--- src/rtl/ulpi_pkg.sv ---
// ulpi_pkg: shared constants for the ULPI register engine.
//   - TXCMD command prefixes and the extended-address escape code
//   - FSM state encoding and ERR_CODE values
//   - helper that decides whether an address needs the extended sequence
package ulpi_pkg;

  localparam logic [1:0] REG_WRITE_CMD = 2'b10;
  localparam logic [1:0] REG_READ_CMD  = 2'b11;
  localparam logic [5:0] EXT_ADDR      = 6'h2F;

  localparam logic [1:0] ERR_NONE    = 2'b00;
  localparam logic [1:0] ERR_TIMEOUT = 2'b01;
  localparam logic [1:0] ERR_ABORT   = 2'b10;

  typedef enum logic [3:0] {
    ST_IDLE       = 4'd0,
    ST_TXCMD      = 4'd1,
    ST_EXTADDR    = 4'd2,
    ST_WDATA      = 4'd3,
    ST_STOP       = 4'd4,
    ST_RD_TURN    = 4'd5,
    ST_RD_DATA    = 4'd6,
    ST_RD_END     = 4'd7,
    ST_ABORT_WAIT = 4'd8,
    ST_TO_STOP    = 4'd9
  } state_t;

  // Only an 8-bit build can reach registers above the immediate range;
  // everything above 8'h2E goes through the 6'h2F escape.
  function automatic logic needs_ext(input logic [7:0] addr, input int addr_w);
    return (addr_w == 8) && (addr > 8'h2E);
  endfunction

endpackage

--- src/rtl/ulpi_timeout.sv ---
// ulpi_timeout: per-attempt watchdog, implemented as a down-counter.
//   clk, rst     : clock, synchronous active-low reset
//   clr          : reload the counter (start of a fresh attempt)
//   en           : count this cycle
//   expired      : terminal count reached (last allowed cycle of the attempt)
module ulpi_timeout #(
  parameter int TIMEOUT_CYCLES = 64
) (
  input  logic clk,
  input  logic rst,
  input  logic clr,
  input  logic en,
  output logic expired
);

  localparam int CW = $clog2(TIMEOUT_CYCLES + 1);
  // Loaded with TIMEOUT_CYCLES-1 so that expiry is flagged in the
  // TIMEOUT_CYCLES-th cycle of the attempt (attempt cycle 0 = first TXCMD).
  localparam logic [CW-1:0] LOAD = CW'(TIMEOUT_CYCLES - 1);

  logic [CW-1:0] count;

  always_ff @(posedge clk) begin
    if (!rst) begin
      count <= LOAD;
    end else if (clr) begin
      count <= LOAD;
    end else if (en && (count != '0)) begin
      count <= count - 1'b1;
    end
  end

  assign expired = (count == '0);

endmodule

--- src/rtl/ulpi_reg_access.sv ---
// ulpi_reg_access: ULPI PHY register read/write engine.
//   Request side : REQ/WE/ADDR/WDATA in, RDATA/BUSY/DONE/ERR/ERR_CODE out
//   ULPI side    : DIR/NXT/ULPI_DATA_I in, STP/ULPI_DATA_O/ULPI_DATA_OE out
//   clk, rst     : 60 MHz ULPI clock, synchronous active-low reset
//
// state       | meaning
// ------------+--------------------------------------------------------
// IDLE        | waiting for REQ with DIR low
// TXCMD       | driving register command + 6-bit address
// EXTADDR     | driving full 8-bit address (extended access)
// WDATA       | driving write data
// STOP        | STP high for one cycle, DONE follows
// RD_TURN     | bus turnaround, link released
// RD_DATA     | PHY presents read data
// RD_END      | waiting for PHY to drop DIR
// ABORT_WAIT  | PHY took the bus; wait for release then retry or fail
// TO_STOP     | timeout while link owned the bus: one STP cycle, then ERR
module ulpi_reg_access
  import ulpi_pkg::*;
#(
  parameter int ADDR_W         = 6,
  parameter int TIMEOUT_CYCLES = 64,
  parameter int MAX_RETRY      = 3
) (
  input  logic              clk,
  input  logic              rst,
  input  logic              REQ,
  input  logic              WE,
  input  logic [ADDR_W-1:0] ADDR,
  input  logic [7:0]        WDATA,
  output logic [7:0]        RDATA,
  output logic              BUSY,
  output logic              DONE,
  output logic              ERR,
  output logic [1:0]        ERR_CODE,
  input  logic              DIR,
  input  logic              NXT,
  output logic              STP,
  output logic [7:0]        ULPI_DATA_O,
  output logic              ULPI_DATA_OE,
  input  logic [7:0]        ULPI_DATA_I
);

  localparam int RW = $clog2(MAX_RETRY + 2);
  localparam logic [RW-1:0] RETRY_LIM = RW'(MAX_RETRY);

  state_t        state, state_nxt;
  logic          we_q;
  logic [7:0]    addr_q;
  logic [7:0]    wdata_q;
  logic [RW-1:0] retry_q;

  logic is_ext, retry_ok, expired, tmo_hit, oe_int, accept;
  logic done_set, err_tmo, err_abort, retry_go, capture;

  assign is_ext   = needs_ext(addr_q, ADDR_W);
  assign retry_ok = (retry_q < RETRY_LIM);
  assign tmo_hit  = expired && (state != ST_IDLE) && (state != ST_TO_STOP);
  assign accept   = (state == ST_IDLE) && REQ && !DIR;

  ulpi_timeout #(.TIMEOUT_CYCLES(TIMEOUT_CYCLES)) u_timeout (
    .clk     (clk),
    .rst     (rst),
    .clr     ((state == ST_IDLE) || retry_go),
    .en      (state != ST_IDLE),
    .expired (expired)
  );

  always_ff @(posedge clk) begin
    if (!rst) state <= ST_IDLE;
    else      state <= state_nxt;
  end

  always_comb begin
    state_nxt = state;
    if (tmo_hit) begin
      // STP only makes sense if the link still owns the bus.
      if ((state == ST_TXCMD || state == ST_EXTADDR || state == ST_WDATA) && !DIR)
        state_nxt = ST_TO_STOP;
      else
        state_nxt = ST_IDLE;
    end else begin
      case (state)
        ST_IDLE:       if (accept) state_nxt = ST_TXCMD;
        ST_TXCMD: begin
          if (DIR)      state_nxt = ST_ABORT_WAIT;
          else if (NXT) state_nxt = is_ext ? ST_EXTADDR : (we_q ? ST_WDATA : ST_RD_TURN);
        end
        ST_EXTADDR: begin
          if (DIR)      state_nxt = ST_ABORT_WAIT;
          else if (NXT) state_nxt = we_q ? ST_WDATA : ST_RD_TURN;
        end
        ST_WDATA:      if (NXT) state_nxt = ST_STOP;
        ST_STOP:       state_nxt = ST_IDLE;
        ST_RD_TURN: begin
          if (DIR && NXT) state_nxt = ST_ABORT_WAIT;
          else if (DIR)   state_nxt = ST_RD_DATA;
        end
        ST_RD_DATA:    state_nxt = DIR ? ST_RD_END : ST_ABORT_WAIT;
        ST_RD_END:     if (!DIR) state_nxt = ST_IDLE;
        ST_ABORT_WAIT: if (!DIR) state_nxt = retry_ok ? ST_TXCMD : ST_IDLE;
        ST_TO_STOP:    state_nxt = ST_IDLE;
        default:       state_nxt = ST_IDLE;
      endcase
    end
  end

  always_comb begin
    STP         = 1'b0;
    ULPI_DATA_O = 8'h00;
    oe_int      = 1'b0;
    case (state)
      ST_TXCMD: begin
        oe_int      = 1'b1;
        ULPI_DATA_O = {we_q ? REG_WRITE_CMD : REG_READ_CMD, is_ext ? EXT_ADDR : addr_q[5:0]};
      end
      ST_EXTADDR: begin
        oe_int      = 1'b1;
        ULPI_DATA_O = addr_q;
      end
      ST_WDATA: begin
        oe_int      = 1'b1;
        ULPI_DATA_O = wdata_q;
      end
      ST_STOP, ST_TO_STOP: begin
        oe_int = 1'b1;
        STP    = 1'b1;
      end
      default: ;
    endcase
    done_set  = !tmo_hit && ((state == ST_STOP) || (state == ST_RD_END && !DIR));
    err_tmo   = (state == ST_TO_STOP) || (tmo_hit && state_nxt == ST_IDLE);
    err_abort = !tmo_hit && (state == ST_ABORT_WAIT) && !DIR && !retry_ok;
    retry_go  = !tmo_hit && (state == ST_ABORT_WAIT) && !DIR && retry_ok;
    capture   = !tmo_hit && (state == ST_RD_DATA) && DIR;
  end

  // DIR high means the PHY owns the bus this very cycle.
  assign ULPI_DATA_OE = oe_int && !DIR;
  assign BUSY         = (state != ST_IDLE);

  always_ff @(posedge clk) begin
    if (!rst) begin
      RDATA    <= 8'h00;
      ERR_CODE <= ERR_NONE;
      DONE     <= 1'b0;
      ERR      <= 1'b0;
      we_q     <= 1'b0;
      addr_q   <= 8'h00;
      wdata_q  <= 8'h00;
      retry_q  <= '0;
    end else begin
      DONE <= done_set;
      ERR  <= err_tmo || err_abort;
      if (accept) begin
        we_q     <= WE;
        addr_q   <= 8'(ADDR);
        wdata_q  <= WDATA;
        retry_q  <= '0;
        ERR_CODE <= ERR_NONE;
      end
      if (retry_go) retry_q <= retry_q + 1'b1;
      if (capture)  RDATA <= ULPI_DATA_I;
      if (err_tmo)
        ERR_CODE <= ERR_TIMEOUT;
      else if (err_abort)
        ERR_CODE <= ERR_ABORT;
    end
  end

endmodule

--- config.mk ---
export PLATFORM = sky130hd
export DESIGN_NAME = ulpi_reg_access
export DESIGN_NICKNAME = d
export VERILOG_FILES = /design/src/rtl/ulpi_pkg.sv /design/src/rtl/ulpi_timeout.sv /design/src/rtl/ulpi_reg_access.sv
export SDC_FILE = /design/constraint.sdc
export NUM_CORES = 1
export LEC_CHECK = 0
export CAP_MARGIN = 20
export CELL_PAD_IN_SITES_DETAIL_PLACEMENT = 1
export CELL_PAD_IN_SITES_GLOBAL_PLACEMENT = 1
export CORE_AREA = 3 3 81 83
export DETAILED_ROUTE_END_ITERATION = 8
export DIE_AREA = 0 0 84 86
export PLACE_DENSITY_LB_ADDON = 0.1
export SLEW_MARGIN = 20
export SYNTH_ARGS = -nofsm -noshare
export SYNTH_HDL_FRONTEND = slang
export SYNTH_SLANG_ARGS = --single-unit
export TNS_END_PERCENT = 20
--- constraint.sdc ---
create_clock -name clk -period 2.39 [get_ports clk]
set_clock_uncertainty 0.2 [all_clocks]
set_input_delay 0.239 -clock clk [delete_from_list [all_inputs] [get_ports clk]]
set_output_delay 0.239 -clock clk [all_outputs]
set_load 0.03 [all_outputs]
# ---- After elaboration in Yosys (flattened, before gate mapping)
# Cells that the tools add are included.
dict set report op_classes {
  reduce_logical 39
  n_mux 23
  magnitude_cmp 1
  n_eq_ne 10
  n_shift 0
  bitwise 1
  div 0
  addsub 2
  n_mul 0
}
# op count
set op_table {}
lappend op_table {{two-way mux 4 bit} 11}
lappend op_table {{one-hot mux 4 bit (7 select lines)} 1}
lappend op_table {{one-hot mux 8 bit (3 select lines)} 1}
lappend op_table {{logical AND 1 bit} 17}
lappend op_table {{equality test 4 x 3 -> 1 bit (second input constant)} 4}
lappend op_table {{two-way mux 3 bit} 3}
lappend op_table {{equality test 4 x 2 -> 1 bit (second input constant)} 2}
lappend op_table {{equality test 4 bit (second input constant)} 2}
lappend op_table {{logical NOT 4 bit} 2}
lappend op_table {{OR reduction 2 bit} 4}
lappend op_table {{logical NOT 7 bit} 1}
lappend op_table {{nonzero test 7 bit} 1}
lappend op_table {{subtractor 7 x 1 -> 7 bit (second input constant)} 1}
lappend op_table {{logical OR 1 bit} 6}
lappend op_table {{two-way mux 1 bit} 5}
lappend op_table {{OR reduction 5 bit} 1}
lappend op_table {{equality test 4 x 1 -> 1 bit (second input constant)} 1}
lappend op_table {{two-way mux 2 bit} 2}
lappend op_table {{!= test 4 bit (second input constant)} 1}
lappend op_table {{nonzero test 2 bit} 2}
lappend op_table {{nonzero test 4 bit} 1}
lappend op_table {{adder 3 x 1 -> 3 bit (second input constant)} 1}
lappend op_table {{logical NOT 1 bit} 3}
lappend op_table {{< comparator 3 x 2 -> 1 bit (second input constant)} 1}
lappend op_table {{other kinds (2)} 2}
dict set report word_totals {
  ram_bits 0
  latchBits 0
  reg_bits 41
  word_cells 87
  in_bits 28
  n_memories 0
  out_inout_bits 23
  mem_bits_ro 0
}

# ---- Depth between registers and ports, before layout
# Gate-level depths: netlist of run 1.
dict set report depth {
  depth_word 10
  mapped_depth 9
  mapped_depth_nobuf 7
}

# ---- Hierarchy
# A second synthesis of run 1 with hierarchy kept.
dict set report hier_totals {
  hier_cells 262
  area_unflattened_um2 2177.1
}
# module instances cells_each seq_area_each_um2 area_per_inst_um2
set by_module_without_submodules {}
lappend by_module_without_submodules {ulpi_reg_access 1 218 680.7 1791.7}
lappend by_module_without_submodules {ulpi_timeout 1 44 140.1 385.4}

# ---- Worst setup path before layout of run 1
# Ideal clock, no wire load.
dict set report synth_path {
  kind {register to register}
  from {register u_timeout.count[0]}
  to {register state[0]}
  setup_ns 0.116
  n_path_buf 2
  period_less_slack_ns 2.127
  arrival_ns 1.810
  required_ns 2.074
  setup_slack_ns 0.263
  path_stages_with_launch 10
  cell_sequence {dfxtp_1 > inv_1 > ha_1 > or4b_4 > or2_1 > buf_6 > buf_8 > o2111a_1 > o21ai_2 > o21ai_2}
}
dict set report synth_via {
  elab_chain_cells 4
}
# element line
set synth_lines {}
lappend synth_lines {{start, declared} ulpi_timeout.sv:21} ;# logic [CW-1:0] count;
lappend synth_lines {{start signal, assigned} ulpi_timeout.sv:29} ;# count <= count - 1'b1;
lappend synth_lines {{logical NOT 7 bit} ulpi_timeout.sv:33} ;# assign expired = (count == '0);
lappend synth_lines {{logical AND 1 bit (2 in series)} ulpi_reg_access.sv:58} ;# assign tmo_hit = expired && (state != ST_IDLE) && (state != ST_TO_STOP);
lappend synth_lines {{two-way mux 4 bit} ulpi_reg_access.sv:76} ;# if (tmo_hit) begin
lappend synth_lines {{end signal, assigned} ulpi_reg_access.sv:71} ;# else state <= state_nxt;
lappend synth_lines {{end, declared} ulpi_reg_access.sv:47} ;# state_t state, state_nxt;
# No other way between the ends.
# A chain may end at the register's enable or synchronous reset.

# ---- Worst setup path after layout of run 1
dict set report layout_path {
  from {register state[0]}
  to {output port ULPI_DATA_O[3]}
}
dict set report layout_via {
  elab_chain_cells 2
  elab_cells_between_ends 4
  cone_classes {eq/ne (3); mux (1)}
}
# element line
set layout_lines {}
lappend layout_lines {{equality test 4 x 2 -> 1 bit or equality test 4 x 1 -> 1 bit (tied branches)} ulpi_reg_access.sv:112} ;# case (state)
lappend layout_lines {{one-hot mux 8 bit (3 select lines) (*)} ulpi_reg_access.sv:112}
lappend layout_lines {{end, declared} ulpi_reg_access.sv:39} ;# output logic [7:0] ULPI_DATA_O,
# Every way passes the cells marked *; elsewhere a longest branch is shown, timed or not.

==> reports/metrics.sh, run 1 <==
POWER_W=0.001442
DRC_VIOLATIONS_LEFT=0
SYNTH.AREA.TOP_CELLS='dfxtp_1, nand2_1, a21boi_0'
TIMING_MAX_TRANSITION_VIOLATIONS_FINAL=0
YOSYSUNIQUECELLTYPES=46
R2R_SLACK_NS=0.22
PLACE.PORT_BUFFERS=50
SYNTH_ENABLE_FLOP_CELLS=0
HOLD_VIOL=0
YOSYS.AREA_SHARE.XOR_XNOR_PCT=2.463
DIE_H_UM=86
CLOCK_TREE.ROOT_CELL='clkbuf_8'
VIAS_PER_CELL=4.980
ROUTED_WL_MM=5.684
CLOCK-SINKS=41
NUM-NETS-FINAL=355
GRT_ANTENNA_BEFORE_REPAIR=0
FLOORPLAN.IO_PINS=51
SYNTHFLOPTYPE='dfxtp_1'
POWER.INTERNAL_W=0.001058
SYNTHESIZED_INSTANCE_COUNT=263
VIA_COUNT_OF_THE_FIRST_GLOBAL_ROUTING_PASS=2086
SETUP.WORST_PATH.START_CLASS='flip-flop'
ROUTED-VIA-COUNT=1992
GRT_MAX_DEGREE=29
H-TREE-DEPTH=2
ENDPOINT_KIND='primary output'
WIRE_LENGTH_OF_THE_FIRST_GLOBAL_ROUTING_PASS_MM=9.936
TRACK_USAGE_PCT=16.69
FP.COREAREA_SQ_UM=5921
YS_ASYNC_SR_FRACTION_PCT=0
YOSYS-TOP-CELLS-COUNT='nand2_1, dfxtp_1, nor2_1, a21boi_0, clkbuf_1'
DRT.ANTENNA.VIOLATING_NETS=0
CRIT_SLOWEST_CELL='dfxtp_2'
SYN-NUM-NETS=294
PATH_MAX_FANOUT=9
DRT-INITIAL-DRC-COUNT=64
CRITICAL_PATH.CELL_CHAIN='nor2b_1, or2_2, a22oi_1, nor2_1, dlygate4sd2_1'
POST_SYNTH.CELL_AREA_AVG_SQ_UM=8.111
LAYOUT-DRIVE-GT1-SHARE_PCT=14.46
SETUP_VIOL=0
FINAL.SETUP.TNS_NS=0
CELLLEAKAGEPOWER_nW=1.240
CLOCKBUFFERDEPTH=2
FIRST_PASS_ITERS=4
SYNTH-SEQ-CELLS=41
POWER.COMBINATIONAL.FRACTION_PCT=17.0
POWER.DENSITY_nW_PER_UM2=496.9
SETUP.WORST_PATH.CLASS='reg2out'
ROWS=28
TIMING_WORST_SLEW_PIN_VALUE_NS=0.3492
SYNTH-SIMPLE-AREA-SHARE_PCT=27.86
SYNTH_ADDER_AREA_SHARE_PCT=1.760
VDD_IR_MAX_mV=0.3021
POWER_FRAC_CLOCK_PCT=33.2
YOSYSMOSTFREQUENTCELL='nand2_1'
RSZ_0062_RAISED_AFTER_GLOBAL_ROUTING='false'
SYNTH.MUX.AREA_FRACTION_PCT=4.223
LAYOUT_WORST_PATH_CYCLE_SHARE_PCT=93.82
MAX-CAP-VIOLATIONS=0
POST_SYNTHESIS_INSTANCE_AREA_SQ_UM=2133
CHIP_WIDTH_UM=84
GR-TOTAL-OVERFLOW=0
SYNTH_TOP_CELL_BY_AREA='dfxtp_1'
INITIAL_UTILIZATION_PCT=36.03
CLOCK_LATENCY_NS=0.29
CP_DATA_REQUIRED_TIME_NS=1.95
NUM_ANTENNA_CELLS=0
WORSTHOLDPATHTYPE='reg2reg'
HPWLAFTERDP_MM=4.339
CTS_TREE='yes'
WORST_HOLD_SLACK_NS=0.2687
WORST_PATH_LARGEST_CELL_DELAY_NS=0.38
SYNTH_TOP_AREA_SHARE_PCT=38.48
SLEW_HEADROOM_PCT=76.12
COMPOUND_GATE_PORTION_OF_THE_SYNTHESIZED_AREA_PCT=19.65
SHARE_OF_TOTAL_POWER_CONSUMED_BY_NET_SWITCHING_PCT=26.62
MIN_PERIOD_NS=2.242
PWR-SHARE-SEQ_PCT=49.7
FINALCOREUTILIZATION_PCT=49.03
MAX_FREQ_MHz=446.0
OUTCOME='complete, no violations'
SYN_TO_FINAL_GROWTH_PCT=36.07
SYNTH-SEQ-AREA-SHARE_PCT=38.48
DOMINANT_COMBINATIONAL_CELL_FAMILY_BY_AREA_AFTER_SYNTHESIS='simple AND/OR/NAND/NOR gates'
CLKSLEWWORSTSETUPHOLDPATHS_NS=0.08
CRITICAL_PATH_DATA_ARRIVAL_TIME_NS=1.80
GP_CONGESTION=0.8269
SWITCHINGPOWER_W=0.0003840
POSTCTSSETUPREPAIRBUFS=0
CTS_BUFFERS=5
DIE_AREA_SQ_UM=7224
ROUTEDWLPERCELL_UM=14.21
YOSYS_WARNINGS=0
==> routing by layer <==
metal | vias to the layer above | routed length, um | GRT usage [%] | part of all wire [%]
met5 | - | 0 | 0 | 0
met4 | 0 | 33 | 3.509 | 0.58
met3 | 2 | 208 | 3.266 | 3.7
met2 | 39 | 2649 | 27.69 | 47
met1 | 938 | 2793 | 22.67 | 49
li1 | 1013 | - | - | -
==> through the flow <==
stage,std cells,area [sq um],setup WS [ns]
after global routing,400,2903,0.009595
after global placement,392,2811,0.06796
after floorplan,263,2133,0.2634
after detailed placement,392,2811,0.08799
final,400,2903,0.1478
after CTS,400,2898,0.05745
==> power groups by stage <==
stage	logic (W)	registers (W)	clock network, W
global placement	0.000250	0.000733	0
global route	0.000274	0.000720	0.000531
CTS	0.000250	0.000717	0.000503
detailed placement	0.000252	0.000733	0
floorplan	0.000131	0.000727	0
finish	0.000246	0.000717	0.000479
==> worst max-delay path, delay by kind of cell (launching register included) <==
family | cells | cell delay (ns)
buffers and inverters | 1 | 0.36
AOI/OAI and AO/OA | 1 | 0.20
and+or+nand+nor | 3 | 0.58
DFF | 1 | 0.38
==> flip-flops by register name, indices dropped and copies added, names as in the netlist <==
register,cells
ERR_CODE,2
state,4
we_q,1
RDATA,8
ERR,1
addr_q,6
retry_q,3
DONE,1
u_timeout.count,7
wdata_q,8
==> logic make-up after synthesis <==
family | count (synthesis)
XOR/XNOR | 6
AND/OR/NAND/NOR | 119
buffers and inverters | 26
adder cells (fa/ha/maj) | 3
flip-flops | 41
multiplexers | 9
AO/OA/AOI/OAI | 59
==> final timing paths <==
path | from | to | depth (start not counted)
max | state[0] | ULPI_DATA_O[3] | 5
min reg2reg | addr_q[5] | addr_q[5] | 2
max reg2reg | u_timeout.count[0] | ERR | 7
min | addr_q[5] | addr_q[5] | 2
==> layout make-up <==
class | instances | area, sq um
Inverter | 6 | 22.52
Clock inverter | 2 | 13.76
Sequential cell | 41 | 823.3
Multi-Input combinational cell | 196 | 1196
Timing Repair Buffer | 74 | 670.6
Clock buffer | 6 | 82.58
Tap cell | 75 | 93.84
Fill cell | 713 | 3018
==> cells in the final DEF (no fill, tap or decap), types with 3 or more instances in the layout <==
| cell | n |
|---|---|
| buf_4 | 24 |
| a21boi_0 | 17 |
| ha_1 | 3 |
| nand2_1 | 47 |
| or2_2 | 4 |
| a21oi_1 | 11 |
| nor2_1 | 25 |
| dlygate4sd2_1 | 8 |
| nand4_1 | 4 |
| clkbuf_8 | 6 |
| mux2i_1 | 9 |
| nand3_1 | 5 |
| dfxtp_1 | 39 |
| clkdlybuf4s50_1 | 39 |
| and2_1 | 4 |
| xor2_1 | 3 |
| o211ai_1 | 4 |
| a22oi_1 | 7 |
| o21ai_0 | 6 |
| xnor2_1 | 3 |
| nor2b_1 | 15 |
| inv_1 | 6 |
==> what timing repair did <==
item                       CTS  global route
setup endpoints to repair    9            18
resized for setup           10             6
hold buffers                 0             0
hold endpoints to repair     0             0
Note: power is estimated with default switching activity, not from simulation.
==> run 2: changes to the inputs <==
- CORE_AREA: 3 3 81 83 -> 2 2 66 100
- DIE_AREA: 0 0 84 86 -> 0 0 68 102
- GPL_TIMING_DRIVEN: unset -> 0
==> reports/metrics.sh, run 2 (synthesis results as in run 1) <==
CTS_TREE='yes'
SETUP.WORST_PATH.CLASS='reg2out'
CP_DATA_REQUIRED_TIME_NS=1.95
WORST_HOLD_SLACK_NS=0.2692
WIRE_LENGTH_OF_THE_FIRST_GLOBAL_ROUTING_PASS_MM=9.846
CRIT_SLOWEST_CELL='or2_2'
GRT_USE_MET3_PCT=3.194
MAX-CAP-VIOLATIONS=0
CLKSLEWWORSTSETUPHOLDPATHS_NS=0.09
CRITICAL_PATH.CELL_CHAIN='buf_4, nor2b_1, or2_2, a22oi_1, nor2_1, clkdlybuf4s15_1'
GRT.BUSIEST_LAYER='met2'
MOSTFREQUENTLAYOUTCELLS='nand2_1, dfxtp_1, clkdlybuf4s50_1, nor2_1, a21boi_0'
ENDPOINT_KIND='primary output'
CLOCKBUFFERDEPTH=2
ROUTED-VIA-COUNT=2030
ROUTED_WL_MM=5.968
NUM_ANTENNA_CELLS=0
LEADING_CELL_TYPE_IN_THE_LAYOUT_FILL_AND_TAPS_EXCLUDED='nand2_1'
CLOCK-SINKS=41
ROUTEDWLPERCELL_UM=15.19
DIE_H_UM=102
LAYOUT_WORST_PATH_CYCLE_SHARE_PCT=97.37
POSTCTSSETUPREPAIRBUFS=0
HOLD_VIOL=0
NUM-NETS-FINAL=349
PATH_MAX_FANOUT=10
DRC_VIOLATIONS_LEFT=0
INITIAL_UTILIZATION_PCT=35.30
SETUP.WORST_PATH.START_CLASS='flip-flop'
SLEW_HEADROOM_PCT=49.47
FIRST_PASS_ITERS=4
WORST_PATH_LARGEST_CELL_DELAY_NS=0.36
CLOCK_LATENCY_NS=0.30
R2R_SLACK_NS=0.16
VIA_COUNT_OF_THE_FIRST_GLOBAL_ROUTING_PASS=2062
WORSTHOLDPATHTYPE='reg2reg'
ROWS=35
VIAS_PER_CELL=5.165
TRACK_USAGE_PCT=18.93
LAYOUT-DRIVE-GT1-SHARE_PCT=10.66
GR-TOTAL-OVERFLOW=0
WORST_SETUP_PATH_ENDPOINT='ULPI_DATA_O[1]'
GP_CONGESTION=0.8398
MIN_PERIOD_NS=2.327
TIMING.CRITICAL_PATH.BUF_INV=2
GRT.MET1_USAGE_PCT=20.96
OUTCOME='complete, no violations'
FINAL.SETUP.TNS_NS=0
FF_TO_FF_END='state[2]'
CHIP_WIDTH_UM=68
DRT-INITIAL-DRC-COUNT=73
SYN_TO_FINAL_GROWTH_PCT=32.43
GRT_ANTENNA_BEFORE_REPAIR=0
HPWLAFTERDP_MM=4.496
PLACE.PORT_BUFFERS=50
POWER.DENSITY_nW_PER_UM2=543.8
SETUP_VIOL=0
CP-STARTPOINT='state[1]'
WORST_PATH_DOMINANT_CELL_FAMILY='simple AND/OR/NAND/NOR gates'
TIMING_WORST_SLEW_PIN_VALUE_NS=0.7552
CRITICAL_PATH_DATA_ARRIVAL_TIME_NS=1.89
CTS_BUFFERS=5
RSZ_0062_RAISED_AFTER_GLOBAL_ROUTING='true'
VDD_IR_MAX_mV=0.2911
FLOORPLAN.IO_PINS=51
REG2REGPATHDEPTH=8
WORST-PATH-STAGES=6
TIMING_MAX_TRANSITION_VIOLATIONS_FINAL=0
CLOCK_TREE.ROOT_CELL='clkbuf_8'
H-TREE-DEPTH=2
GLOBAL_ROUTE.USAGE.MET2_PCT=35.40
DIE_AREA_SQ_UM=6936
RR_STARTPOINT='u_timeout.count[0]'
FP.COREAREA_SQ_UM=6043
GRT_MAX_DEGREE=13
MAX_FREQ_MHz=429.7
CELLLEAKAGEPOWER_nW=1.136
LARGEST_REGISTERS='RDATA (8), wdata_q (8), u_timeout.count (7)'
DRT.ANTENNA.VIOLATING_NETS=0
## run 2: how the worst min path moves through the flow
stage               slack (ns)  startpoint  cells past startpoint         end
floorplan                 0.18     ADDR[0]                      2   addr_q[0]
global placement          0.25   addr_q[0]                      2   addr_q[0]
detailed placement        0.26  wdata_q[5]                      2  wdata_q[5]
CTS                       0.27  wdata_q[5]                      2  wdata_q[5]
global route              0.30  wdata_q[0]                      2  wdata_q[0]
finish                    0.27   addr_q[5]                      2   addr_q[5]
## run 2: area by class of cell
cell class	instances	area [sq um]
fill	754	3218
multi-input combinational	196	1199
sequential	41	820.8
timing repair buffer	50	476.7
buffer	18	97.59
tap	74	92.59
clock buffer	7	86.33
clock inverter	1	30.03
inverter	6	22.52
## run 2: tightest hold or removal path, cell delays in order, from the launching register on
cell and delay [ns]:
dfxtp_1 0.31, nand2_1 0.05, a21boi_0 0.06
## run 2: report_power, final
group          internal, W  total (W)  switching (W)  leakage, nW
Sequential        0.000701   0.000714      0.0000127        0.332
Combinational     0.000101   0.000231       0.000130        0.745
Clock             0.000341   0.000592       0.000251       0.0585
## run 2: metal layers
| layer | routed length [um] | vias up |
|---|---|---|
| met5 | 0 | - |
| met4 | 82 | 0 |
| met2 | 3279 | 37 |
| li1 | - | 1005 |
| met3 | 191 | 6 |
| met1 | 2415 | 982 |
## run 2: repair_timing
| action | 4_1_cts | 5_1_grt |
|---|---|---|
| endpoints found under the setup margin | 15 | 17 |
| hold buffers | 0 | 0 |
| gates resized for setup | 20 | 12 |
## run 2: stage by stage
step | cells | cell area (sq um) | worst slack [ns] | total power [W] | util [%]
after floorplan | 263 | 2133 | 0.2634 | 0.0008578 | -
after global placement | 387 | 2726 | -0.3440 | 0.0009641 | 45.11
after detailed placement | 387 | 2726 | -0.3348 | 0.0009667 | 45.11
after CTS | 393 | 2835 | 0.02546 | 0.001554 | 46.92
after global routing | 393 | 2825 | -0.05202 | 0.001611 | 46.75
final | 393 | 2825 | 0.06276 | 0.001536 | 46.75
==> run 3: changes to the inputs <==
- GPL_TIMING_DRIVEN: 0 -> unset
==> reports/metrics.sh, run 3 (synthesis results as in run 1) <==
ROWS=35
LAYOUT_WORST_PATH_CYCLE_SHARE_PCT=93.66
RR_STARTPOINT='u_timeout.count[0]'
CP-STARTPOINT='state[0]'
DRC_VIOLATIONS_LEFT=0
GRT.MET1_USAGE_PCT=20.22
MOSTFREQUENTLAYOUTCELLS='nand2_1, dfxtp_1, clkdlybuf4s50_1, nor2_1'
LAYOUT-DRIVE-GT1-SHARE_PCT=11.60
CLOCK_LATENCY_NS=0.29
MAX-CAP-VIOLATIONS=0
GP_CONGESTION=0.7955
GR-TOTAL-OVERFLOW=0
HPWLAFTERDP_MM=4.238
WORST_HOLD_SLACK_NS=0.2675
NUM-NETS-FINAL=349
TIMING_MAX_TRANSITION_VIOLATIONS_FINAL=0
WORSTHOLDENDPOINT='wdata_q[2]'
FINALWORSTSETUPSLACK_NS=0.1515
CLOCK-SINKS=41
WORSTHOLDPATHTYPE='reg2reg'
DRT.ANTENNA.VIOLATING_NETS=0
PLACE.PORT_BUFFERS=50
VIAS_PER_CELL=5.097
CTS_TREE='yes'
ROUTEDWLPERCELL_UM=14.28
VIA_COUNT_OF_THE_FIRST_GLOBAL_ROUTING_PASS=2000
FINAL_CELL_AREA_EXCLUDING_FILLER_CELLS_SQ_UM=2863
ENDPOINT_KIND='primary output'
REG2REGPATHDEPTH=8
GRT_MAX_DEGREE=23
FIRST_PASS_ITERS=3
R2R_SLACK_NS=0.22
LARGEST_REGISTERS='RDATA (8), wdata_q (8), u_timeout.count (7)'
CELLLEAKAGEPOWER_nW=1.221
POSTCTSSETUPREPAIRBUFS=0
FLOORPLAN.IO_PINS=51
MIN_FROM='wdata_q[2]'
VDD_IR_MAX_mV=0.2732
DIE_AREA_SQ_UM=6936
SYN_TO_FINAL_GROWTH_PCT=34.19
WIRE_LENGTH_OF_THE_FIRST_GLOBAL_ROUTING_PASS_MM=9.411
TRACK_USAGE_PCT=17.53
PLACED_AREA_SQ_UM=2778
SETUP.WORST_PATH.CLASS='reg2out'
CRITICAL_PATH.CELL_CHAIN='nor2b_1, or2_2, a22oi_1, nor2_1, dlygate4sd2_1'
PATH_MAX_FANOUT=8
CTS.HOLD.BUFFERS_ADDED=0
OUTCOME='complete, no violations'
FF_TO_FF_END='state[3]'
SETUP_VIOL=0
CLOCK_TREE.ROOT_CELL='clkbuf_8'
INITIAL_UTILIZATION_PCT=35.30
ROUTED_WL_MM=5.611
CTS_BUFFERS=5
CLKSLEWWORSTSETUPHOLDPATHS_NS=0.08
CRITICAL_PATH_DATA_ARRIVAL_TIME_NS=1.80
CHIP_WIDTH_UM=68
H-TREE-DEPTH=2
LEADING_CELL_TYPE_IN_THE_LAYOUT_FILL_AND_TAPS_EXCLUDED='nand2_1'
GRT_USE_MET3_PCT=2.643
ROUTED-VIA-COUNT=2003
CLOCKBUFFERDEPTH=2
POWER.DENSITY_nW_PER_UM2=489.1
HOLD_DEPTH=2
MIN_PERIOD_NS=2.239
CP_DATA_REQUIRED_TIME_NS=1.95
DIE_H_UM=102
GRT.BUSIEST_LAYER='met2'
NUM_ANTENNA_CELLS=0
SETUP.WORST_PATH.START_CLASS='flip-flop'
DRT-INITIAL-DRC-COUNT=59
CRIT_SLOWEST_CELL='dfxtp_1'
PLACEMENT.SETUP.WORST_SLACK_NS=0.1007
TIMING_WORST_SLEW_PIN_VALUE_NS=0.4071
FP.COREAREA_SQ_UM=6043
GRT_ANTENNA_BEFORE_REPAIR=0
GLOBAL_ROUTE.USAGE.MET2_PCT=31.59
MAX_FREQ_MHz=446.7
RSZ_0062_RAISED_AFTER_GLOBAL_ROUTING='false'
HOLD_VIOL=0
SLEW_HEADROOM_PCT=72.68
WORST_PATH_LARGEST_CELL_DELAY_NS=0.37
run 3: changes by cell type in the layout (fill, tap and decap cells not counted), sizes merged:
cell           before  now
bufinv              1    0
clkinvlp            0    1
dlymetal6s2s        0    3
dlygate4sd2         4    8
buf                 4   18
clkbuf             25    7
clkdlybuf4s15       3    0
run 3: stage by stage:
step / TNS [ns] / util, % / cells / power, W
after floorplan: 0 / - / 263 / 0.0008578
after global placement: 0 / 45.96 / 385 / 0.0009776
after detailed placement: 0 / 45.96 / 385 / 0.0009789
after CTS: -0.09695 / 47.21 / 393 / 0.001427
after global routing: 0 / 47.37 / 393 / 0.001475
final: 0 / 47.37 / 393 / 0.001400
run 3: layout make-up:
cell class              count  area [sq um]
well taps                  74         92.59
repair buffers             68         645.6
clock inverters             1         7.507
flip-flops and latches     41         822.0
fillers                   739          3181
inverters                   6         22.52
multi-input cells         196          1196
clock buffers               7         76.32
run 3: worst max-delay path by stage:
stage | endpoint | slack (ns)
final | ULPI_DATA_O[5] | 0.15
after global routing | ULPI_DATA_OE | 0.03
after CTS | STP | -0.1
after detailed placement | u_timeout.count[1] | 0.10
after global placement | STP | 0.16
after floorplan | state[0] | 0.26
run 3: repair_timing:
action                                  4_1_cts  5_1_grt
pin swaps                                     0        0
gates resized for setup                       9        5
endpoints found under the setup margin        9       12
run 3: critical path, delay by kind of cell, from the launching register on:
| family | cells | cell delay (ns) |
|---|---|---|
| buffers and inverters | 1 | 0.35 |
| and+or+nand+nor | 3 | 0.59 |
| DFF | 1 | 0.37 |
| AOI/OAI and AO/OA | 1 | 0.20 |
run 3: metal layers:
metal	part of all wire, %	vias up	wire length (um)
met5	0	-	0
met4	1.6	0	89
met3	2.8	7	156
met2	53	33	2979
met1	43	956	2385
li1	-	1007	-
run 3: power breakdown:
part | leakage, nW | internal, W | switching [W] | total, W
clock | 0.0385 | 0.000207 | 0.000238 | 0.000445
sequential | 0.333 | 0.000701 | 0.0000152 | 0.000717
combinational | 0.849 | 0.000116 | 0.000123 | 0.000238
